[src/rtl/rca4_serial_ctrl.sv]
// rca4_serial_ctrl: digit-serial add/sub built on one shared 4-bit
// ripple-carry adder, computing one nibble slice per clock.
//
// Ports:
//   clk, rst_n   clock, async active-low reset
//   start        request a new operation (IDLE only)
//   sub          1 = a-b, 0 = a+b (sampled with start)
//   a, b         W-bit operands (sampled with start)
//   busy         high while slices are computed
//   done         one-cycle completion pulse
//   sum          result register
//   c_out        final carry (sub: 1 = no borrow)
//   ovf          two's-complement overflow

module rca4 (
  input  logic [3:0] a,
  input  logic [3:0] b,
  input  logic       c_in,
  output logic [3:0] s,
  output logic       c_out
);

  logic [4:0] c;

  assign c[0] = c_in;

  for (genvar i = 0; i < 4; i++) begin : g_fa
    assign s[i]   = a[i] ^ b[i] ^ c[i];
    assign c[i+1] = (a[i] & b[i])
                  | (c[i] & (a[i] ^ b[i]));
  end

  assign c_out = c[4];

endmodule

module rca4_serial_ctrl #(
  parameter int NIBBLES = 4
) (
  input  logic                 clk,
  input  logic                 rst_n,
  input  logic                 start,
  input  logic                 sub,
  input  logic [4*NIBBLES-1:0] a,
  input  logic [4*NIBBLES-1:0] b,
  output logic                 busy,
  output logic                 done,
  output logic [4*NIBBLES-1:0] sum,
  output logic                 c_out,
  output logic                 ovf
);

  localparam int W  = 4 * NIBBLES;
  localparam int KW = (NIBBLES > 1)
                    ? $clog2(NIBBLES) : 1;

  typedef enum logic [1:0] {
    IDLE,
    RUN,
    DONE
  } state_t;

  state_t state_q;
  state_t state_d;

  logic [W-1:0]  a_q;
  logic [W-1:0]  b_q;
  logic [W-1:0]  sum_q;
  logic          sub_q;
  logic          cy_q;
  logic          c_out_q;
  logic          ovf_q;
  logic [KW-1:0] k_q;

  logic          accept;
  logic          step;
  logic          last;
  logic [KW+1:0] base;
  logic [3:0]    sl_a;
  logic [3:0]    sl_b;
  logic [3:0]    sl_s;
  logic          sl_c;
  logic          bp_msb;
  logic          ovf_d;

  assign accept = (state_q == IDLE) & start;
  assign step   = (state_q == RUN);
  assign last   = (k_q == KW'(NIBBLES - 1));
  assign base   = {k_q, 2'b00};

  assign sl_a = a_q[base +: 4];
  assign sl_b = b_q[base +: 4] ^ {4{sub_q}};

  rca4 u_rca4 (
    .a     (sl_a),
    .b     (sl_b),
    .c_in  (cy_q),
    .s     (sl_s),
    .c_out (sl_c)
  );

  // sl_s[3] is the result MSB on the last slice
  assign bp_msb = b_q[W-1] ^ sub_q;
  assign ovf_d  = (a_q[W-1] == bp_msb)
                & (sl_s[3] != a_q[W-1]);

  always_ff @(posedge clk or negedge rst_n) begin
    if (!rst_n) begin
      state_q <= IDLE;
    end else begin
      state_q <= state_d;
    end
  end

  always_comb begin
    state_d = state_q;
    unique case (state_q)
      IDLE: if (start) state_d = RUN;
      RUN:  if (last)  state_d = DONE;
      DONE: state_d = IDLE;
      default: state_d = IDLE;
    endcase
  end

  always_ff @(posedge clk or negedge rst_n) begin
    if (!rst_n) begin
      a_q     <= '0;
      b_q     <= '0;
      sub_q   <= 1'b0;
      cy_q    <= 1'b0;
      k_q     <= '0;
      sum_q   <= '0;
      c_out_q <= 1'b0;
      ovf_q   <= 1'b0;
    end else if (accept) begin
      a_q     <= a;
      b_q     <= b;
      sub_q   <= sub;
      cy_q    <= sub;
      k_q     <= '0;
      sum_q   <= '0;
      c_out_q <= 1'b0;
      ovf_q   <= 1'b0;
    end else if (step) begin
      sum_q[base +: 4] <= sl_s;
      cy_q             <= sl_c;
      k_q              <= k_q + KW'(1);
      if (last) begin
        c_out_q <= sl_c;
        ovf_q   <= ovf_d;
      end
    end
  end

  assign busy  = (state_q == RUN);
  assign done  = (state_q == DONE);
  assign sum   = sum_q;
  assign c_out = c_out_q;
  assign ovf   = ovf_q;

endmodule

[config.mk]
export PLATFORM = sky130hd
export DESIGN_NAME = rca4_serial_ctrl
export DESIGN_NICKNAME = d
export VERILOG_FILES = /design/src/rtl/rca4_serial_ctrl.sv
export SDC_FILE = /design/constraint.sdc
export NUM_CORES = 1
export LEC_CHECK = 0
export CAP_MARGIN = 20
export CORE_MARGIN = 2
export CORE_UTILIZATION = 50
export CTS_CLUSTER_SIZE = 12
export DETAILED_ROUTE_END_ITERATION = 10
export PLACE_DENSITY_LB_ADDON = 0.05
export SLEW_MARGIN = 40
export SYNTH_ARGS = -nofsm -noshare
export SYNTH_HDL_FRONTEND = slang
export SYNTH_SLANG_ARGS = --single-unit
[constraint.sdc]
create_clock -name clk -period 4.34 [get_ports clk]
set_input_delay 1.302 -clock clk [delete_from_list [all_inputs] [get_ports clk]]
set_output_delay 1.302 -clock clk [all_outputs]
set_load 0.1 [all_outputs]
# Word level (Yosys, flattened, before mapping)
# Index checks and enable logic that the tools add are counted.
word_totals:
  register_bits: 56
  mem_count: 0
  mem_bits_rw: 0
  in_bits: 36
  mem_bits_ro: 0
  latch_bits: 0
classes:
  n_mux: 16
  n_addsub: 2
  n_mul: 0
  n_div: 0
  n_eq_ne: 7
  n_shift: 4
  bitwise: 24
  reduce_logical: 5
  magnitude_cmp: 0
op_table:
  columns: ["operator", "n"]
  rows:
  - ["$mux W16", 2]
  - ["$shiftx A16 B5 Y4", 2]
  - ["$bwmux W16", 1]
  - ["$shift A4 B6 Y16 const A", 1]
  - ["$shiftx A4 B6 Y16", 1]
  - ["$and A1 B1 Y1", 10]
  - ["$xor A1 B1 Y1", 9]
  - ["$mux W1", 8]
  - ["$mux W2", 4]
  - ["$neg A4 Y6", 1]
  - ["$eq A2 B2 Y1 const B", 2]
  - ["$or A1 B1 Y1", 4]
  - ["$pmux W2 S2", 1]
  - ["$reduce_and A2 Y1", 2]
  - ["$reduce_bool A2 Y1", 2]
  - ["$xor A4 B4 Y4", 1]
  - ["$add A2 B1 Y2 const B", 1]
  - ["$eq A2 B1 Y1 const B", 1]
  - ["$logic_not A2 Y1", 1]
  - ["$ne A2 B1 Y1 const B", 1]
  - ["$ne A2 B2 Y1 const B", 1]
  - ["$eq A1 B1 Y1", 1]
  - ["$ne A1 B1 Y1", 1]

# Logic depth before layout (Yosys ltp)
# Gate-level depths: netlist of run 1.
logic_depth:
  word_depth: 15
  depth_mapped: 11
  depth_no_buf: 10

# Modules after synthesis
# From an unflattened synthesis of run 1, not the netlist that was laid out.
hier_totals:
  hier_cells: 192
  area_unflattened_um2: 2686.3
by_module_without_submodules:
  columns: ["mod", "instances", "cells_per_inst", "area_per_inst_um2", "seq_area_each_um2"]
  rows:
  - ["rca4_serial_ctrl", 1, 178, 2568.7, 1401.3]
  - ["rca4", 1, 14, 117.6, 0.0]

# Worst setup path after synthesis of run 1
# OpenSTA, ideal clock, no wires.
synth_timing:
  path_type: "register to register"
  startpoint: "register k_q[0]"
  endpoint: "register sum_q[11], in the netlist sum[11]"
  path_buffers: 1
  slack_ns: 0.925
  setup_time_ns: 0.077
  arrival_ns: 3.338
  stages_incl_launch_ff: 11
  cell_sequence: "dfrtp_1 -> buf_6 -> mux4_1 -> xnor2_1 -> fa_1 -> inv_1 -> fa_1 -> fa_1 -> fa_1 -> or4_1 -> a21oi_1"
synth_between:
  elab_chain_cells: 14
  word_cells_on_any_way: 26
synth_rtl:
  columns: ["element", "line_no", "source"]
  rows:
  - ["from (decl)", "73", "logic [KW-1:0] k_q;"]
  - ["from (signal assigned)", "147", "k_q <= k_q + KW'(1);"]
  - ["$shiftx A16 B5 Y4", "92", "assign sl_b = b_q[base +: 4] ^ {4{sub_q}};"]
  - ["$xor A4 B4 Y4", "92", null]
  - ["$xor A1 B1 Y1", "28, 30", null]
  - ["$and A1 B1 Y1", "30", "| (c[i] & (a[i] ^ b[i]));"]
  - ["$or A1 B1 Y1", "30", null]
  - ["$and A1 B1 Y1", "30", null]
  - ["$or A1 B1 Y1", "30", null]
  - ["$and A1 B1 Y1", "30", null]
  - ["$or A1 B1 Y1", "30", null]
  - ["$xor A1 B1 Y1", "28", "assign s[i] = a[i] ^ b[i] ^ c[i];"]
  - ["$shiftx A4 B6 Y16", "145", "sum_q[base +: 4] <= sl_s;"]
  - ["$bwmux W16 (*)", "145", null]
  - ["$mux W16 (*)", "144", "end else if (step) begin"]
  - ["$mux W16 (*)", "135", "end else if (accept) begin"]
  - ["to (signal, indexed assignment)", "145", null]
  - ["to (decl)", "68", "logic [W-1:0] sum_q;"]
# Mark *: on every way between the ends. The rest lies on a longest branch, timed or not. The select of a mux whose other input is x is not followed.
# A chain may end at the register's enable or synchronous reset.

# Worst setup path in the final report of run 1
# Ends and elaborated chain as after synthesis.

==> results.py, run 1 <==
metrics = {
    "clocking": {
        "cts-htree-levels": 2,
        "clk_latency_ps": 310,
        "cts_tree": "yes",
        "cts_buffers": 5,
        "clk_pin_slew_worst_paths_ps": 100,
        "ctsRootBufferMaster": "clkbuf_8",
        "postCtsSetupBuffers": 0,
        "cts_max_path_buffers": 2,
        "cts_resized": 0,
        "cts_hold_buf": 0,
        "cts.sinks": 56,
    },
    "synth": {
        "synthXorXnorAreaFrac": 0.01622,
        "syn_avg_cell_area_sq_um": 10.04,
        "ys.flop_type": "dfrtp_1",
        "muxShareOfSynthArea": 0.08387,
        "synth_area_sq_um": 2700,
        "synth_compound_area_frac": 0.06163,
        "yosys-top-cells-area": "dfrtp_1 (52%), nand2_1 (14%), mux4_1 (6.8%)",
        "synth_top_area_cell": "dfrtp_1",
        "synth_top_family_by_area": "simple AND/OR/NAND/NOR gates",
        "mappedNetlistNets": 313,
        "syn_inst": 269,
        "ys_ff_latch": 56,
        "synth-async-reset-ratio": 1.000,
        "synth_edf_count": 0,
        "synth.distinct_cells": 36,
        "synthAdderAreaFrac": 0.04819,
        "synth_seq_area_share": 0.5190,
        "yosys_warnings": 0,
        "yosysTopAreaCellShare": 0.5190,
        "synth-simple-area-share": 0.2127,
    },
    "setup_path": {
        "path_max_fanout": 18,
        "crit_path_start_kind": "register",
        "worstReg2RegEnd": "sum[11]$_DFFE_PN0P_",
        "crit_chain": "buf_4 -> mux4_1 -> xnor2_1 -> fa_1 -> fa_1 -> fa_1 -> or4_1 -> a21oi_1",
        "critPathCaptureType": "register",
        "critPathRequiredTime_ps": 4580,
        "cpPeakStageDelay_ps": 600,
        "slowest_stage": "mux4_1",
        "crit_top_cell": "fa_1",
        "r2r_cells": 8,
        "path_delay_family": "adder cells",
        "crit_buf_inv": 1,
        "reg2reg_slack_ps": 860,
        "arrival_ps": 3720,
        "crit_type": "reg -> reg",
        "r2r-start": "k_q[0]$_DFFE_PN0P_",
    },
    "hold_path": {
        "hp-class": "reg -> reg",
        "hold_start": "a_q[1]$_DFFE_PN0P_",
        "min_to": "a_q[1]$_DFFE_PN0P_",
        "holdPathStages": 2,
    },
    "global_routing": {
        "grt_pass1_wl_mm": 9.597,
        "track_usage": 0.2029,
        "overflow": 0,
        "antenna_found_initial": 0,
        "grt_pass1_vias": 1973,
        "grt_max_degree": 37,
    },
    "final_layout": {
        "n_fill_cell": 444,
        "layout-drive-gt1-share": 0.1235,
        "antenna_cells_inserted": 0,
        "syn_to_final_growth_pct": 21.96,
        "layout.nets": 367,
        "fin_util": 0.6367,
    },
    "detailed_routing": {
        "first_pass_iters": 5,
        "routed_wirelength_mm": 5.624,
        "drc": 0,
        "via_count": 1988,
        "antenna_left": 0,
        "wire_per_inst_microns": 14.27,
        "drtIter0Drc": 125,
        "via_per_inst": 5.046,
    },
    "timing": {
        "rsz0062_at_grt": "false",
        "layout_min_cycle_time_ps": 3484,
        "fin_setup_tns_ps": 0,
        "setup_viol": 0,
        "max_freq_mhz": 287.0,
        "skew_ps": 8.626,
        "final_max_slew_viol_count": 0,
        "relSlewSlack": 0.5233,
        "finalCritPeriodShare": 0.8028,
        "worst_pin_slew_ps": 715.1,
        "hold_slack_ps": 473.3,
        "hold_viol": 0,
    },
    "floorplanning": {
        "die_y_microns": 77.49,
        "initial_core_util": 0.5220,
        "core_sq_um": 5172,
        "io_pins": 56,
        "die_w_microns": 77.49,
        "rows": 26,
        "die_area_sq_um": 6004,
    },
    "run_status": {
        "status": "finished clean",
    },
    "placement": {
        "port_buffers": 55,
        "hpwlAfterDp_mm": 4.113,
        "gp_congestion": 0.8189,
    },
    "job": {
        "drv_cap": 0,
    },
}
final cells by class:
type,instances,area [sq um],share of cell area
clock buffers,8,90.09,0.02736
well taps,70,87.58,0.02660
repair buffers,61,499.2,0.1516
inverters,18,67.56,0.02052
flip-flops and latches,56,1401,0.4255
multi-input cells,181,1147,0.3484
state kept, by name (all words and copies together), names as in the netlist:
| register | flops |
|---|---|
| a_q | 16 |
| b_q | 16 |
| c_out | 1 |
| cy_q | 1 |
| k_q | 2 |
| ovf | 1 |
| state_q | 2 |
| sub_q | 1 |
| sum | 16 |
worst max path at each step:
stage	startpoint	end	slack, ps	cells after the start
after floorplan	k_q[0]$_DFFE_PN0P_	sum[11]$_DFFE_PN0P_	920	10
after global placement	k_q[0]$_DFFE_PN0P_	sum[11]$_DFFE_PN0P_	920	8
after detailed placement	k_q[0]$_DFFE_PN0P_	sum[11]$_DFFE_PN0P_	870	8
after CTS	k_q[0]$_DFFE_PN0P_	sum[11]$_DFFE_PN0P_	850	8
after global routing	k_q[0]$_DFFE_PN0P_	sum[11]$_DFFE_PN0P_	730	8
final	k_q[0]$_DFFE_PN0P_	sum[11]$_DFFE_PN0P_	860	8
per-layer routing:
layer	up-vias	global-route usage	wire length, microns
met3	6	0.04419	231
met5	-	0	0
li1	988	-	-
met1	937	0.2728	2556
met4	0	0.06607	61
met2	57	0.3304	2774
placed cells by master, fill, tap and decap left out, types with 7 or more instances in the layout:
| master | n |
|---|---|
| a21oi_1 | 7 |
| buf_2 | 19 |
| buf_4 | 7 |
| clkdlybuf4s50_1 | 34 |
| dfrtp_1 | 56 |
| inv_1 | 18 |
| mux4_1 | 7 |
| nand2_1 | 104 |
| o21ai_0 | 12 |
| o22ai_1 | 8 |
cell usage after synthesis (2+ instances only):
cell and instances:
ha_1 4, or4_1 4, buf_6 2, nand2_1 104, dfrtp_1 56, fa_1 4, inv_1 18, nand2b_1 3
o21ai_0 12, clkbuf_1 2, a21oi_1 7, mux4_1 7, buf_2 8, o22ai_1 8, nand3_1 3, nor2_1 2
xnor2_1 5, mux2i_1 2
worst min-delay path: cells and delay by family (launching register included):
kind	cells	cell delay, ps
flops	1	350
simple gates	2	100
logic make-up after synthesis:
group,count (synthesis)
multiplexers,10
flip-flops,56
XOR/XNOR,5
buffers and inverters,32
AND/OR/NAND/NOR,128
AO/OA/AOI/OAI,30
adder cells (fa/ha/maj),8
through the flow:
step,instances,area (sq um),worst slack (ps)
2_1_floorplan,269,2700,924.7
3_3_place_gp,385,3282,920.7
3_5_place_dp,385,3192,872.9
4_1_cts,393,3282,854.2
5_1_grt,394,3293,731.4
6_report,394,3293,855.7
Power of run 1 is not shown: default switching activity piles up to over one toggle a cycle in this logic, so the estimate is an artifact.
==> run 2, diff against run 1 <==
==> constraint.sdc (replaced) <==
create_clock -name clk -period 3.6 [get_ports clk]
set_input_delay 1.08 -clock clk [delete_from_list [all_inputs] [get_ports clk]]
set_output_delay 1.08 -clock clk [all_outputs]
set_load 0.1 [all_outputs]
==> results.py, run 2 (same netlist as run 1, synthesis figures left out) <==
metrics = {
    "run_status": {
        "status": "finished clean",
    },
    "detailed_routing": {
        "first_pass_iters": 4,
        "drtIter0Drc": 126,
        "route.met3.wl_microns": 221,
        "via_per_inst": 5.142,
        "routed_wirelength_mm": 5.586,
        "wire_per_inst_microns": 14.18,
        "antenna_left": 0,
        "routedLengthMet1_mm": 2.545,
        "drc": 0,
        "route.met2.wl_mm": 2.735,
        "maxUsedRoutingLayer": "met4",
        "via_count": 2026,
    },
    "final_layout": {
        "syn_to_final_growth_pct": 23.63,
        "antenna_cells_inserted": 0,
        "fin_util": 0.6454,
        "n_fill_cell": 430,
        "final_common_cell": "nand2_1",
        "layout_common_cells": "nand2_1 (104), dfrtp_1 (56), clkdlybuf4s50_1 (34), buf_4 (26), inv_1 (18)",
        "layout.nets": 367,
        "layout-drive-gt1-share": 0.1235,
    },
    "setup_path": {
        "reg2reg_slack_ps": 210,
        "crit_end": "sum[11]$_DFFE_PN0P_",
        "worstSetupPathDepth": 8,
        "critPathRequiredTime_ps": 3840,
        "crit_type": "reg -> reg",
        "worstReg2RegEnd": "sum[11]$_DFFE_PN0P_",
        "crit_path_start": "k_q[0]$_DFFE_PN0P_",
        "crit_path_start_kind": "register",
        "r2r-start": "k_q[0]$_DFFE_PN0P_",
        "path_delay_family": "adder cells",
        "slowest_stage": "mux4_1",
        "r2r_cells": 8,
        "crit_chain": "buf_4 -> mux4_1 -> xnor2_1 -> fa_1 -> fa_1 -> fa_1 -> or4_1 -> a21oi_1",
        "path_max_fanout": 18,
        "crit_buf_inv": 1,
        "arrival_ps": 3630,
        "crit_top_cell": "fa_1",
        "cpPeakStageDelay_ps": 590,
        "critPathCaptureType": "register",
    },
    "timing": {
        "rsz0062_at_grt": "false",
        "fin_ws_ps": 208.4,
        "skew_ps": 4.941,
        "layout_min_cycle_time_ps": 3392,
        "hold_viol": 0,
        "relSlewSlack": 0.6692,
        "worst_pin_slew_ps": 496.1,
        "setup_viol": 0,
        "max_freq_mhz": 294.8,
        "hold_slack_ps": 480.1,
        "final_max_slew_viol_count": 0,
        "fin_setup_tns_ps": 0,
        "finalCritPeriodShare": 0.9421,
    },
    "floorplanning": {
        "die_y_microns": 77.49,
        "core_sq_um": 5172,
        "initial_core_util": 0.5220,
        "io_pins": 56,
        "die_w_microns": 77.49,
        "die_area_sq_um": 6004,
        "rows": 26,
    },
    "global_routing": {
        "grt_pass1_vias": 1927,
        "track_usage": 0.2005,
        "overflow": 0,
        "grt_pass1_wl_mm": 9.411,
        "grt_max_degree": 41,
        "antenna_found_initial": 0,
    },
    "clocking": {
        "clk_pin_slew_worst_paths_ps": 100,
        "cts_resized": 0,
        "ctsRootBufferMaster": "clkbuf_8",
        "cts_tree": "yes",
        "cts-htree-levels": 2,
        "clk_latency_ps": 320,
        "cts.sinks": 56,
        "cts_buffers": 5,
        "cts_max_path_buffers": 2,
        "cts_hold_buf": 0,
        "postCtsSetupBuffers": 0,
    },
    "placement": {
        "pre_cts_slack_ps": 222.6,
        "port_buffers": 55,
        "hpwlAfterDp_mm": 3.977,
        "gp_congestion": 0.8517,
    },
    "job": {
        "drv_cap": 0,
    },
    "hold_path": {
        "hp-class": "reg -> reg",
    },
}
## run 2: cell types whose count changed in the layout (fill, tap and decap cells not counted), sizes merged
cell      change
clkbuf        -1
clkinvlp      +1
## run 2: final cells by class
cell class / instances / area (sq um) / area share
clock buffer: 7 / 86.33 / 0.02586
clock inverter: 1 / 7.507 / 0.002249
inverter: 18 / 67.56 / 0.02024
multi-input combinational: 181 / 1147 / 0.3437
sequential: 56 / 1401 / 0.4198
tap: 70 / 87.58 / 0.02624
timing repair buffer: 61 / 540.5 / 0.1619
## run 2: how the worst min path moves through the flow
stage,endpoint,slack [ps],depth (start not counted),from
2_1_floorplan,a_q[4]$_DFFE_PN0P_,440,2,a_q[4]$_DFFE_PN0P_
5_1_grt,a_q[3]$_DFFE_PN0P_,500,2,a_q[3]$_DFFE_PN0P_
3_3_place_gp,b_q[5]$_DFFE_PN0P_,450,2,b_q[5]$_DFFE_PN0P_
4_1_cts,b_q[8]$_DFFE_PN0P_,480,2,b_q[8]$_DFFE_PN0P_
3_5_place_dp,a_q[3]$_DFFE_PN0P_,460,2,a_q[3]$_DFFE_PN0P_
6_report,a_q[7]$_DFFE_PN0P_,480,2,a_q[7]$_DFFE_PN0P_
## run 2: worst register-to-register path, stage by stage (launching register included)
cell	delay (ps)
dfrtp_1	370
buf_4	250
mux4_1	600
xnor2_1	160
fa_1	420
fa_1	390
fa_1	450
or4_1	510
a21oi_1	160
## run 2: stage by stage
stage / instance area [sq um] / instances
6_report: 3338 / 394
5_1_grt: 3338 / 394
4_1_cts: 3338 / 394
3_5_place_dp: 3244 / 386
3_3_place_gp: 3244 / 386
2_1_floorplan: 2700 / 269
## run 2: per-layer routing
| layer | track usage | vias up |
|---|---|---|
| met2 | 0.3226 | 52 |
| li1 | - | 992 |
| met3 | 0.03372 | 7 |
| met1 | 0.2798 | 975 |
| met4 | 0.06429 | 0 |
| met5 | 0 | - |
Power of run 2 is left out for the same reason.
==> run 3, diff against run 2 <==
--- a/config.mk
+++ b/config.mk
@@ -6,6 +6,7 @@
 export NUM_CORES = 1
 export LEC_CHECK = 0
 export CAP_MARGIN = 20
+export CORE_ASPECT_RATIO = 0.5
 export CORE_MARGIN = 2
 export CORE_UTILIZATION = 50
 export CTS_CLUSTER_SIZE = 12
==> constraint.sdc (replaced) <==
create_clock -name clk -period 3.6 [get_ports clk]
set_input_delay 0.72 -clock clk [delete_from_list [all_inputs] [get_ports clk]]
set_output_delay 0.72 -clock clk [all_outputs]
set_load 0.1 [all_outputs]
==> results.py, run 3 (same netlist as run 1, synthesis figures left out) <==
metrics = {
    "timing": {
        "relSlewSlack": 0.5244,
        "skew_ps": 4.021,
        "worst_pin_slew_ps": 713.4,
        "rsz0062_at_grt": "false",
        "hold_viol": 0,
        "layout_min_cycle_time_ps": 3432,
        "max_freq_mhz": 291.4,
        "fin_setup_tns_ps": 0,
        "final_max_slew_viol_count": 0,
        "setup_viol": 0,
        "finalCritPeriodShare": 0.9533,
    },
    "setup_path": {
        "path_max_fanout": 18,
        "critPathRequiredTime_ps": 3830,
        "r2r-start": "k_q[0]$_DFFE_PN0P_",
        "critPathCaptureType": "register",
        "worstReg2RegEnd": "sum[11]$_DFFE_PN0P_",
        "arrival_ps": 3660,
        "reg2reg_slack_ps": 170,
        "crit_type": "reg -> reg",
        "crit_path_start_kind": "register",
        "r2r_cells": 8,
    },
    "clocking": {
        "clk_pin_slew_worst_paths_ps": 100,
        "cts_tree": "yes",
        "cts.sinks": 56,
        "cts-htree-levels": 2,
        "cts_buffers": 5,
        "cts_resized": 0,
        "cts_max_path_buffers": 2,
        "ctsRootBufferMaster": "clkbuf_8",
        "cts_hold_buf": 0,
        "clk_latency_ps": 300,
        "postCtsSetupBuffers": 0,
    },
    "floorplanning": {
        "core_sq_um": 5067,
        "rows": 18,
        "io_pins": 56,
        "die_y_microns": 55.96,
        "initial_core_util": 0.5328,
        "die_w_microns": 107.9,
        "die_area_sq_um": 6039,
    },
    "global_routing": {
        "overflow": 0,
        "grt_pass1_vias": 2023,
        "grt_max_degree": 41,
        "antenna_found_initial": 0,
        "grt_pass1_wl_mm": 9.625,
        "track_usage": 0.2047,
    },
    "detailed_routing": {
        "via_per_inst": 5.181,
        "wire_per_inst_microns": 14.59,
        "antenna_left": 0,
        "drtIter0Drc": 95,
        "routed_wirelength_mm": 5.719,
        "drc": 0,
        "first_pass_iters": 4,
        "via_count": 2031,
    },
    "final_layout": {
        "final_common_cell": "nand2_1",
        "antenna_cells_inserted": 0,
        "n_fill_cell": 436,
        "layout-drive-gt1-share": 0.1211,
        "layout_common_cells": "nand2_1 (104), dfrtp_1 (56), clkdlybuf4s50_1 (34), buf_2 (19), inv_1 (18)",
        "multi_input_area_sq_um": 1147,
        "seq_area_sq_um": 1401,
        "syn_to_final_growth_pct": 21.08,
        "layout.nets": 366,
    },
    "hold_path": {
        "hp-class": "in -> async",
    },
    "job": {
        "drv_cap": 0,
    },
    "placement": {
        "port_buffers": 55,
        "hpwlAfterDp_mm": 4.174,
        "gp_congestion": 0.8166,
    },
    "run_status": {
        "status": "finished clean",
    },
}
run 3: cell types whose count changed in the layout (fill, tap and decap cells not counted), sizes merged:
| cell | change |
|---|---|
| clkbuf | -1 |
| clkinv | +1 |
| clkinvlp | -1 |
| buf | -1 |
run 3: final cells by class:
type	instances	area share
sequential	56	0.4286
multi-input combinational	181	0.3509
timing repair buffer	60	0.1493
tap	70	0.02679
clock buffer	6	0.02220
inverter	18	0.02067
clock inverter	1	0.001531
run 3: worst max-delay path by stage:
stage | cells after the start | to | from | slack [ps]
after floorplan | 10 | sum[11]$_DFFE_PN0P_ | k_q[0]$_DFFE_PN0P_ | 180
after global placement | 8 | sum[11]$_DFFE_PN0P_ | k_q[0]$_DFFE_PN0P_ | 270
after detailed placement | 8 | sum[11]$_DFFE_PN0P_ | k_q[0]$_DFFE_PN0P_ | 210
after CTS | 8 | sum[11]$_DFFE_PN0P_ | k_q[0]$_DFFE_PN0P_ | 180
after global routing | 8 | sum[11]$_DFFE_PN0P_ | k_q[0]$_DFFE_PN0P_ | 40
final | 8 | sum[11]$_DFFE_PN0P_ | k_q[0]$_DFFE_PN0P_ | 170
run 3: metrics by stage:
step / utilization / area [sq um] / cells / worst slack [ps] / hold slack [ps]
after floorplan: - / 2700 / 269 / 184.7 / 424.4
after global placement: 0.6477 / 3282 / 385 / 267.2 / 451.7
after detailed placement: 0.6299 / 3192 / 385 / 206.5 / 463.1
after CTS: 0.6452 / 3269 / 392 / 178.1 / 390.0
after global routing: 0.6452 / 3269 / 392 / 41.16 / 411.8
final: 0.6452 / 3269 / 392 / 168.3 / 377.4
run 3: layer usage:
metal  track usage  vias up  part of all wire
met5             0        -                 0
met1        0.2989      995              0.48
li1              -      980                 -
met3       0.04684        2             0.050
met2        0.3217       54              0.47
met4       0.03297        0            0.0017
run 3: critical path, cell delays in order, from the launching register on:
cell and delay, ps:
dfrtp_1 370, buf_4 250, mux4_1 600, xnor2_1 160
fa_1 420, fa_1 420, fa_1 460, or4_1 510
a21oi_1 160
Power of run 3 is left out for the same reason.
